[src/rtl/regfile_alu_pipe.sv]
`default_nettype none
// ============================================================================
// Module   : regfile_alu_pipe
// Purpose  : Two-stage register-file / ALU datapath. Stage 1 reads operands
//            (with EX-result bypass), stage 2 executes, writes back, updates
//            flags and registers the result. One debug read port.
// Revision : 1.0 - initial release
// ============================================================================
module regfile_alu_pipe #(
  parameter int WIDTH = 16,
  parameter int DEPTH = 16,
  localparam int AW = $clog2(DEPTH),
  localparam int SW = $clog2(WIDTH)
) (
  input  logic             clk,
  input  logic             reset,
  input  logic             in_valid,
  input  logic [7:0]       opCode,
  input  logic [AW-1:0]    a_select,
  input  logic [AW-1:0]    b_select,
  input  logic [AW-1:0]    dest_select,
  input  logic             use_imm,
  input  logic [WIDTH-1:0] immediate,
  output logic             out_valid,
  output logic [WIDTH-1:0] result,
  output logic [4:0]       flags,
  input  logic [AW-1:0]    dbg_select,
  output logic [WIDTH-1:0] dbg_data
);

  localparam logic [7:0] c_OP_NOP   = 8'h00;
  localparam logic [7:0] c_OP_AND   = 8'h01;
  localparam logic [7:0] c_OP_OR    = 8'h02;
  localparam logic [7:0] c_OP_XOR   = 8'h03;
  localparam logic [7:0] c_OP_ADDCU = 8'h04;
  localparam logic [7:0] c_OP_ADD   = 8'h05;
  localparam logic [7:0] c_OP_ADDU  = 8'h06;
  localparam logic [7:0] c_OP_ADDC  = 8'h07;
  localparam logic [7:0] c_OP_CMPU  = 8'h08;
  localparam logic [7:0] c_OP_SUB   = 8'h09;
  localparam logic [7:0] c_OP_CMP   = 8'h0B;
  localparam logic [7:0] c_OP_MOV   = 8'h0D;
  localparam logic [7:0] c_OP_NOT   = 8'h0F;
  localparam logic [7:0] c_OP_LSH   = 8'h84;
  localparam logic [7:0] c_OP_RSH   = 8'h85;
  localparam logic [7:0] c_OP_ALSH  = 8'h86;
  localparam logic [7:0] c_OP_ARSH  = 8'h87;

  // Flag bit positions within {Z, C, F, L, N}
  localparam int c_FZ = 4;
  localparam int c_FC = 3;
  localparam int c_FF = 2;
  localparam int c_FL = 1;
  localparam int c_FN = 0;

  localparam int                c_MSB     = WIDTH - 1;
  localparam logic [WIDTH-1:0]  c_WIDTH_V = WIDTH'(WIDTH);

  // Architectural state
  logic [WIDTH-1:0] r_regs [DEPTH];
  logic [4:0]       r_flags;

  // EX stage register
  logic             r_ex_valid;
  logic [7:0]       r_ex_op;
  logic [AW-1:0]    r_ex_dest;
  logic [WIDTH-1:0] r_ex_a;
  logic [WIDTH-1:0] r_ex_b;

  // Output register
  logic             r_out_valid;
  logic [WIDTH-1:0] r_result;

  // EX combinational signals
  logic [WIDTH-1:0] w_res;
  logic             w_wr;
  logic             w_upd_all;
  logic             w_upd_zn;
  logic             w_c;
  logic             w_f;
  logic             w_l;
  logic [4:0]       w_flags_nxt;
  logic             w_cin;
  logic [WIDTH:0]   w_sum;
  logic [WIDTH:0]   w_diff;
  logic             w_add_ovf;
  logic             w_sub_ovf;
  logic             w_slt;
  logic             w_ult;
  logic             w_big;
  logic [SW-1:0]    w_shamt;
  logic             w_fwd_en;
  logic [WIDTH-1:0] w_op_a;
  logic [WIDTH-1:0] w_op_b;

  // Shared adder / subtractor and comparison terms
  assign w_cin     = ((r_ex_op == c_OP_ADDC) || (r_ex_op == c_OP_ADDCU)) ? r_flags[c_FC] : 1'b0;
  assign w_sum     = {1'b0, r_ex_a} + {1'b0, r_ex_b} + {{WIDTH{1'b0}}, w_cin};
  assign w_diff    = {1'b0, r_ex_a} - {1'b0, r_ex_b};
  assign w_add_ovf = (r_ex_a[c_MSB] == r_ex_b[c_MSB]) && (w_sum[c_MSB] != r_ex_a[c_MSB]);
  assign w_sub_ovf = (r_ex_a[c_MSB] != r_ex_b[c_MSB]) && (w_diff[c_MSB] != r_ex_a[c_MSB]);
  assign w_slt     = $signed(r_ex_a) < $signed(r_ex_b);
  assign w_ult     = r_ex_a < r_ex_b;
  // Amounts of WIDTH or more saturate; otherwise the low bits are the amount
  assign w_big     = r_ex_b >= c_WIDTH_V;
  assign w_shamt   = r_ex_b[SW-1:0];

  // ALU: result, write enable and flag contributions of the EX instruction
  always_comb begin
    w_res     = '0;
    w_wr      = 1'b0;
    w_upd_all = 1'b0;
    w_upd_zn  = 1'b0;
    w_c       = 1'b0;
    w_f       = 1'b0;
    w_l       = 1'b0;
    case (r_ex_op)
      c_OP_AND: begin w_res = r_ex_a & r_ex_b; w_wr = 1'b1; w_upd_zn = 1'b1; end
      c_OP_OR:  begin w_res = r_ex_a | r_ex_b; w_wr = 1'b1; w_upd_zn = 1'b1; end
      c_OP_XOR: begin w_res = r_ex_a ^ r_ex_b; w_wr = 1'b1; w_upd_zn = 1'b1; end
      c_OP_MOV: begin w_res = r_ex_b;          w_wr = 1'b1; w_upd_zn = 1'b1; end
      c_OP_NOT: begin w_res = ~r_ex_a;         w_wr = 1'b1; w_upd_zn = 1'b1; end
      c_OP_ADD, c_OP_ADDC: begin
        w_res = w_sum[WIDTH-1:0]; w_wr = 1'b1; w_upd_all = 1'b1;
        w_c = w_sum[WIDTH]; w_f = w_add_ovf; w_l = w_slt;
      end
      c_OP_ADDU, c_OP_ADDCU: begin
        w_res = w_sum[WIDTH-1:0]; w_wr = 1'b1; w_upd_all = 1'b1;
        w_c = w_sum[WIDTH]; w_f = w_add_ovf; w_l = w_ult;
      end
      c_OP_SUB: begin
        w_res = w_diff[WIDTH-1:0]; w_wr = 1'b1; w_upd_all = 1'b1;
        w_c = w_diff[WIDTH]; w_f = w_sub_ovf; w_l = w_slt;
      end
      // Compares report the difference but never write the file
      c_OP_CMP: begin
        w_res = w_diff[WIDTH-1:0]; w_upd_all = 1'b1;
        w_c = w_diff[WIDTH]; w_f = w_sub_ovf; w_l = w_slt;
      end
      c_OP_CMPU: begin
        w_res = w_diff[WIDTH-1:0]; w_upd_all = 1'b1;
        w_c = w_diff[WIDTH]; w_f = w_sub_ovf; w_l = w_ult;
      end
      c_OP_LSH, c_OP_ALSH: begin
        w_res = w_big ? '0 : (r_ex_a << w_shamt); w_wr = 1'b1; w_upd_zn = 1'b1;
      end
      c_OP_RSH: begin
        w_res = w_big ? '0 : (r_ex_a >> w_shamt); w_wr = 1'b1; w_upd_zn = 1'b1;
      end
      c_OP_ARSH: begin
        w_res = w_big ? {WIDTH{r_ex_a[c_MSB]}} : WIDTH'($signed(r_ex_a) >>> w_shamt);
        w_wr = 1'b1; w_upd_zn = 1'b1;
      end
      default: begin
        w_res = '0;
      end
    endcase
  end

  // Next flag value: full update for arithmetic, Z/N only for logic/shift/move
  always_comb begin
    w_flags_nxt = r_flags;
    if (w_upd_all) begin
      w_flags_nxt = {(w_res == '0), w_c, w_f, w_l, w_res[c_MSB]};
    end else if (w_upd_zn) begin
      w_flags_nxt[c_FZ] = (w_res == '0);
      w_flags_nxt[c_FN] = w_res[c_MSB];
    end
  end

  // Operand read with bypass from the EX instruction's result
  assign w_fwd_en = r_ex_valid && w_wr;
  assign w_op_a   = (w_fwd_en && (r_ex_dest == a_select)) ? w_res : r_regs[a_select];
  assign w_op_b   = use_imm ? immediate :
                    ((w_fwd_en && (r_ex_dest == b_select)) ? w_res : r_regs[b_select]);

  // Stage 1: capture instruction and operands, or a bubble
  always_ff @(posedge clk or negedge reset) begin
    if (!reset) begin
      r_ex_valid <= 1'b0;
      r_ex_op    <= c_OP_NOP;
      r_ex_dest  <= '0;
      r_ex_a     <= '0;
      r_ex_b     <= '0;
    end else begin
      r_ex_valid <= in_valid;
      r_ex_op    <= opCode;
      r_ex_dest  <= dest_select;
      r_ex_a     <= w_op_a;
      r_ex_b     <= w_op_b;
    end
  end

  // Stage 2: write-back to the register file
  always_ff @(posedge clk or negedge reset) begin
    if (!reset) begin
      for (int i = 0; i < DEPTH; i++) begin
        r_regs[i] <= '0;
      end
    end else if (r_ex_valid && w_wr) begin
      r_regs[r_ex_dest] <= w_res;
    end
  end

  // Stage 2: flags, result and completion strobe
  always_ff @(posedge clk or negedge reset) begin
    if (!reset) begin
      r_flags     <= '0;
      r_out_valid <= 1'b0;
      r_result    <= '0;
    end else begin
      r_out_valid <= r_ex_valid && (r_ex_op != c_OP_NOP);
      if (r_ex_valid) begin
        r_flags  <= w_flags_nxt;
        r_result <= w_res;
      end
    end
  end

  assign out_valid = r_out_valid;
  assign result    = r_result;
  assign flags     = r_flags;
  assign dbg_data  = r_regs[dbg_select];

endmodule
`default_nettype wire
[config.mk]
export PLATFORM = sky130hd
export DESIGN_NAME = regfile_alu_pipe
export DESIGN_NICKNAME = d
export VERILOG_FILES = /design/src/rtl/regfile_alu_pipe.sv
export SDC_FILE = /design/constraint.sdc
export NUM_CORES = 1
export LEC_CHECK = 0
export ABC_AREA = 1
export BUFFER_PORTS_ARGS = -buffer_cell sky130_fd_sc_hd__buf_2
export CAP_MARGIN = 20
export CELL_PAD_IN_SITES_DETAIL_PLACEMENT = 1
export CELL_PAD_IN_SITES_GLOBAL_PLACEMENT = 1
export CORE_ASPECT_RATIO = 1.4
export CORE_MARGIN = 2
export CORE_UTILIZATION = 42
export CTS_BUF_LIST = sky130_fd_sc_hd__clkbuf_8
export CTS_CLUSTER_SIZE = 24
export DETAILED_ROUTE_END_ITERATION = 10
export PLACE_DENSITY = 0.89
export SKIP_LAST_GASP = 1
export SLEW_MARGIN = 40
export SYNTH_ARGS = -nofsm -noshare
export SYNTH_HDL_FRONTEND = slang
export SYNTH_SLANG_ARGS = --single-unit
[constraint.sdc]
create_clock -name clk -period 3.35 [get_ports clk]
set_clock_uncertainty 0.2 [all_clocks]
set_input_delay 0.5025 -clock clk [delete_from_list [all_inputs] [get_ports clk]]
set_output_delay 0.5025 -clock clk [all_outputs]
set_load 0.03 [all_outputs]
Yosys cells after proc, flatten, opt, wreduce, memory -nomap -nowiden
Cells that the tools add are included.

Register bits after elaboration: 323. Word-level logic and storage cells: 120. Output and inout port bits: 38.

Muxes and demuxes: 30. Equal/unequal tests: 22. Reductions and logical operators: 21. Shift-type cells: 3. Magnitude comparators: 8. Bitwise gates (word level): 8. Add/sub/neg operators: 3.

Operators with widths (count): 256-bit bitwise mux (1); 16-bit two-way mux (13); 16-bit binary-select mux with 4-bit select (3); 16-bit case mux with 10 select lines (1); 16-bit demux with 4-bit select (1); 8-bit by 4-bit equality test with 1-bit output (second input constant) (5); 8-bit by 3-bit equality test with 1-bit output (second input constant) (4); 8-bit equality test (second input constant) (4); 16-bit less-than comparator (2); 5-bit greater-or-equal comparator (second input constant) (4); 4-bit NOT with 5-bit output (4); 16-bit by 16-bit adder with 17-bit output (1); 17-bit by 1-bit adder with 17-bit output (1); 16-bit by 16-bit subtractor with 17-bit output (1); 16-bit bitwise AND (1); 8-bit by 2-bit equality test with 1-bit output (second input constant) (2); 16-bit by 5-bit greater-or-equal comparator with 1-bit output (second input constant) (1); 16-bit zero test (1); 16-bit NOT (1); 16-bit OR (1); 16-bit by 4-bit left shift with 16-bit output (1); 16-bit by 4-bit >> shifter with 16-bit output (1); 16-bit by 4-bit >>> shifter with 16-bit output (1); 16-bit XOR (1); 18 further kinds (39).

Depth between registers and ports, before layout
Depth after elaboration: 8. Depth in mapped cells: 23.

Worst setup path before layout
No wires, ideal clock.

Path type: register -> register. From: reg r_ex_op[3]. To: reg r_regs[78] (netlist bit). Setup time: 0.132 ns. Data arrival time: 3.222 ns. Clock period less this slack: 3.554 ns. Stages on the path, launching flop included: 21. Setup slack: -0.204 ns. Path through: dfrtp_1 nor2_2 nand3_1 clkinv_1 buf_2 o211ai_1 fa_1 fa_1 inv_1 nand3_1 nand2_1 nand2_1 nand3_1 nand2_1 nand2_1 nand2_1 nand3_1 nand3_2 inv_1 buf_2 o21ai_0.

Word-level cells in the longest chain between the ends: 6. Elaborated cells on any way between the ends: 27. Those cells by class: add/sub (1); eq/ne (16); mux (4); reduce/logical (6).

Ends and longest elaborated chain: start, declared (line 65) `logic [7:0] r_ex_op;`; start signal, assigned (line 181) `r_ex_op <= c_OP_NOP;`; start signal, assigned (line 187) `r_ex_op <= opCode;`; 8-bit by 3-bit equality test with 1-bit output (line 97, 117); 1-bit logical OR (line 97) `assign w_cin = ((r_ex_op == c_OP_ADDC) || (r_ex_op == c_OP_ADDCU)) ? r_flags[c_FC] : 1'b0;`; 1-bit two-way mux (line 97); 17-bit by 1-bit adder with 17-bit output (line 98) `assign w_sum = {1'b0, r_ex_a} + {1'b0, r_ex_b} + {{WIDTH{1'b0}}, w_cin};`; 16-bit case mux with 10 select lines (line 117) `case (r_ex_op)`; 256-bit bitwise mux (line 201) `r_regs[r_ex_dest] <= w_res;`; end signal, assigned by index (line 201); end, declared (line 60) `logic [WIDTH-1:0] r_regs [DEPTH];`.

Several ways; a longest one is shown, not always the timed one. A chain may end at the register's enable or synchronous reset.

Worst setup path after layout
From: reg r_ex_op[5]. To: reg r_ex_a[12].

Word-level cells in the longest chain between the ends: 6. Elaborated cells on any way between the ends: 28. Those cells by class: add/sub (1); eq/ne (16); mux (4); reduce/logical (7).

Ends and longest elaborated chain: 8-bit by 3-bit equality test with 1-bit output, or another cell as far along (line 97, 117); 1-bit logical OR or 14-bit OR reduction (tied branches); 1-bit two-way mux, on equally long branches (line 97, 117); 17-bit by 1-bit adder with 17-bit output or 1-bit logical AND (tied branches) (line 98, 172); 16-bit case mux with 10 select lines or 1-bit logical AND (tied branches) (line 117, 173); 16-bit two-way mux * (line 173) `assign w_op_a = (w_fwd_en && (r_ex_dest == a_select)) ? w_res : r_regs[a_select];`; net w_op_a[12] (line 93) `logic [WIDTH-1:0] w_op_a;`; end signal, assigned (line 189) `r_ex_a <= w_op_a;`; end, declared (line 67) `logic [WIDTH-1:0] r_ex_a;`.

The timed path passes the listed nets; every way through them passes the cells marked *.

==> flow_summary.ini <==
[cts]
cts_buffer_depth = 3
cts_tree = done
clkTransAtPathRegs_ps = 70
cts_sinks = 323
cts_buffers = 51
htree_levels = 2
root_buffer = clkbuf_8
clk_latency_ps = 680

[sta]
finalHoldViolCount = 0
maxSlewHeadroom_pct = 38.6
worst-slew-pin-transition_ps = 920
drv_slew = 0
finalSetupViolCount = 104
tns_ps = -20900
fmax_mhz = 262
fin_ws_ps = -474
min_period_over_period_pct = 114
rsz0062_at_grt = true
fin_crit_ps = 3820

[floorplan]
die_width_um = 205
start_util_pct = 42.2
die-area_um2 = 58300
die_height_um = 285
coreArea_um2 = 56100
ios = 82
row_count = 103

[yosys]
ys_types = 50
synth_top_area_share_pct = 34.1
synth_nets = 3694
syn_avg_cell_area_um2 = 6.58
ys_warn_count = 0
synth.most_common_cell = nand2_1
yosys.area.top_type = dfrtp_1
synth_cells = 3598
ys_ff_latch = 323
async_flop_share_pct = 100
netlist_top_cells_area = dfrtp_1 (34%), nand2_1 (14%), o21ai_0 (13%)
netlist_top_cells_count = nand2_1 (854), o21ai_0 (623), a21oi_1 (349)
ys_seq_area_share_pct = 34.1
synth_edf_count = 0
synth_flop_cell = dfrtp_1
syn_area_um2 = 23700

[setup_path]
r2r-start = r_ex_op[5]$_DFF_PN0_
cp-startpoint = r_ex_op[5]$_DFF_PN0_
slowest_stage = fa_2
required_ps = 3730
cp-start-kind = register
worstSetupPathType = reg2reg
arrival_ps = 4200
crit_chain = nor2_2 > nand3_2 > clkinv_2 > o211ai_1 > buf_4 > fa_2 > fa_2 > inv_2 > nand3_2 > nand2_4 > nand3_4 > nand2_2 > nand2_2 > nand3_1 > nand3_2 > nand4_4 > clkbuf_16 > nand2_4 > nand2_2
worst-path-max-fanout = 8
max_stage_delay_ps = 410
crit_path_end_kind = register

[grt]
gr-usage-met1_pct = 42.4
met2_usage_pct = 61.0
grt_first_pass_wirelength_um = 169000
busiest_layer = met2
track_usage_pct = 37.4
grt_pass1_vias = 29345
antenna_found_initial = 4
gr-total-overflow = 0
grt_max_degree = 101
grtUsageMet3_pct = 7.51

[routing]
avgRoutedWirePerCell_um = 26.1
drc = 0
routed_wirelength_um = 117000
drtIter0Drc = 3770
drtAntennaViolNets = 0
dr.pass1.iters = 6
vias = 29278
viasPerCell = 6.53

[final_layout]
final_util_pct = 49.8
area_growth_pct = 17.9
seq_area_um2 = 8080
multiInputGateArea_um2 = 13800
final.fill_count = 7351
drive_gt1_share_pct = 14.4
fin_area_um2 = 27900
nets = 3801

[power_and_ir_drop]
peakVddDrop_uv = 284
clkPwrFrac_pct = 35.1
p_sw_uw = 3850
pwr-share-seq_pct = 38.8
intPower_uw = 6730
finalPower_uw = 10600
p_leak_uw = 0.0129
p_sw_share_pct = 36.4
pwr-share-comb_pct = 26.1
power_density_nw_per_um2 = 379

[placed_design]
place.gp.congestion = 1.02
port-buffer-count = 81
dpl_cell_area_um2 = 25600
place_hpwl_um = 74500

[outcome]
status = finished with violations
violations = setup timing

[flow_run]
drv_cap = 0

[worst_hold_path]
min-delay-start = immediate[10]
hp-class = in2reg
-- through the flow --
step / setup WS, ps / std cells / hold slack (ps)
floorplan: 32.2 / 3598 / 6.91
CTS: -93.4 / 4465 / 38.4
detailed placement: -231 / 4334 / 269
global placement: -148 / 4334 / 264
finish: -474 / 4486 / 65.6
global route: -517 / 4483 / 51.3
-- cell usage in the layout, fill, tap and decap left out, types with 25 or more instances in the layout --
| cell type | n |
|---|---|
| o21ai_2 | 47 |
| a31oi_1 | 26 |
| nor2_1 | 221 |
| buf_12 | 36 |
| nand2_2 | 25 |
| a21oi_1 | 349 |
| dfrtp_1 | 322 |
| ha_1 | 48 |
| dlygate4sd3_1 | 29 |
| nand3_1 | 262 |
| inv_1 | 293 |
| nand2_1 | 821 |
| clkbuf_8 | 69 |
| buf_4 | 157 |
| buf_2 | 74 |
| o211ai_1 | 57 |
| o221ai_1 | 44 |
| o21ai_1 | 74 |
| o21ai_0 | 577 |
-- power groups by stage --
stage / combinational, µW / clock [µW] / sequential, µW
floorplan: 1460 / 0 / 4180
global placement: 2410 / 0 / 4160
detailed placement: 2470 / 0 / 4160
CTS: 2540 / 3680 / 4090
global route: 2960 / 3880 / 4100
finish: 2760 / 3710 / 4100
-- flip-flops by register name, indices dropped and copies added (netlist names) --
name	flops
r_regs	256
r_ex_a	16
r_ex_b	16
result	16
r_ex_op	8
flags	5
r_ex_dest	4
out_valid	1
r_ex_valid	1
-- logic make-up (layout without fill, tap and decap cells) --
group,count (synthesis),in the layout,synth area share (%)
buf+inv,570,719,9.72
compound gates,1210,1210,27.4
fa+ha+maj,52,52,2.84
flops,323,323,34.1
xor+xnor,8,8,0.296
other cells,0,4,0
simple gates,1435,1435,25.6
-- layer usage --
metal  vias to the layer above  wire, µm
met5                         -         0
met4                         0     11300
met3                       778     11500
met2                      2028     54200
met1                     14116     40200
li1                      12356         -
-- path summary, 6_finish.rpt --
kind,end,slack [ps],depth (start not counted)
worst max-delay path,r_ex_a[12]$_DFF_PN0_,-470,19
worst min-delay path,r_ex_b[10]$_DFF_PN0_,70,3
worst max register to register,r_ex_a[12]$_DFF_PN0_,-470,19
worst min register to register,r_regs[105]$_DFFE_PN0P_,280,2
max in group asynchronous,r_regs[197]$_DFFE_PN0P_,1720,3
min in group asynchronous,r_regs[72]$_DFFE_PN0P_,270,2
-- critical path, delay by kind of cell (launching register included) --
kind,cells,cell delay [ps]
compound gates,1,150
fa+ha+maj,2,780
buf+inv,4,600
flops,1,400
simple gates,12,1630
-- final cells by class --
type,count,share of cell area (%)
clock buffer,69,3.40
clock inverter,26,0.524
multi-input combinational,2705,49.4
tap,735,3.29
antenna,4,0.0359
timing repair buffer,311,10.0
sequential,323,29.0
inverter,313,4.32
-- repair_timing --
action                                  in CTS  in global routing
hold buffers                                29                  0
setup buffers                                6                 12
hold endpoints to repair                    96                  0
cloned                                       1                  4
resized for setup                           49                160
endpoints found under the setup margin     138                218
pin swaps                                   13                 31
Note: power is estimated with default switching activity, not from simulation.
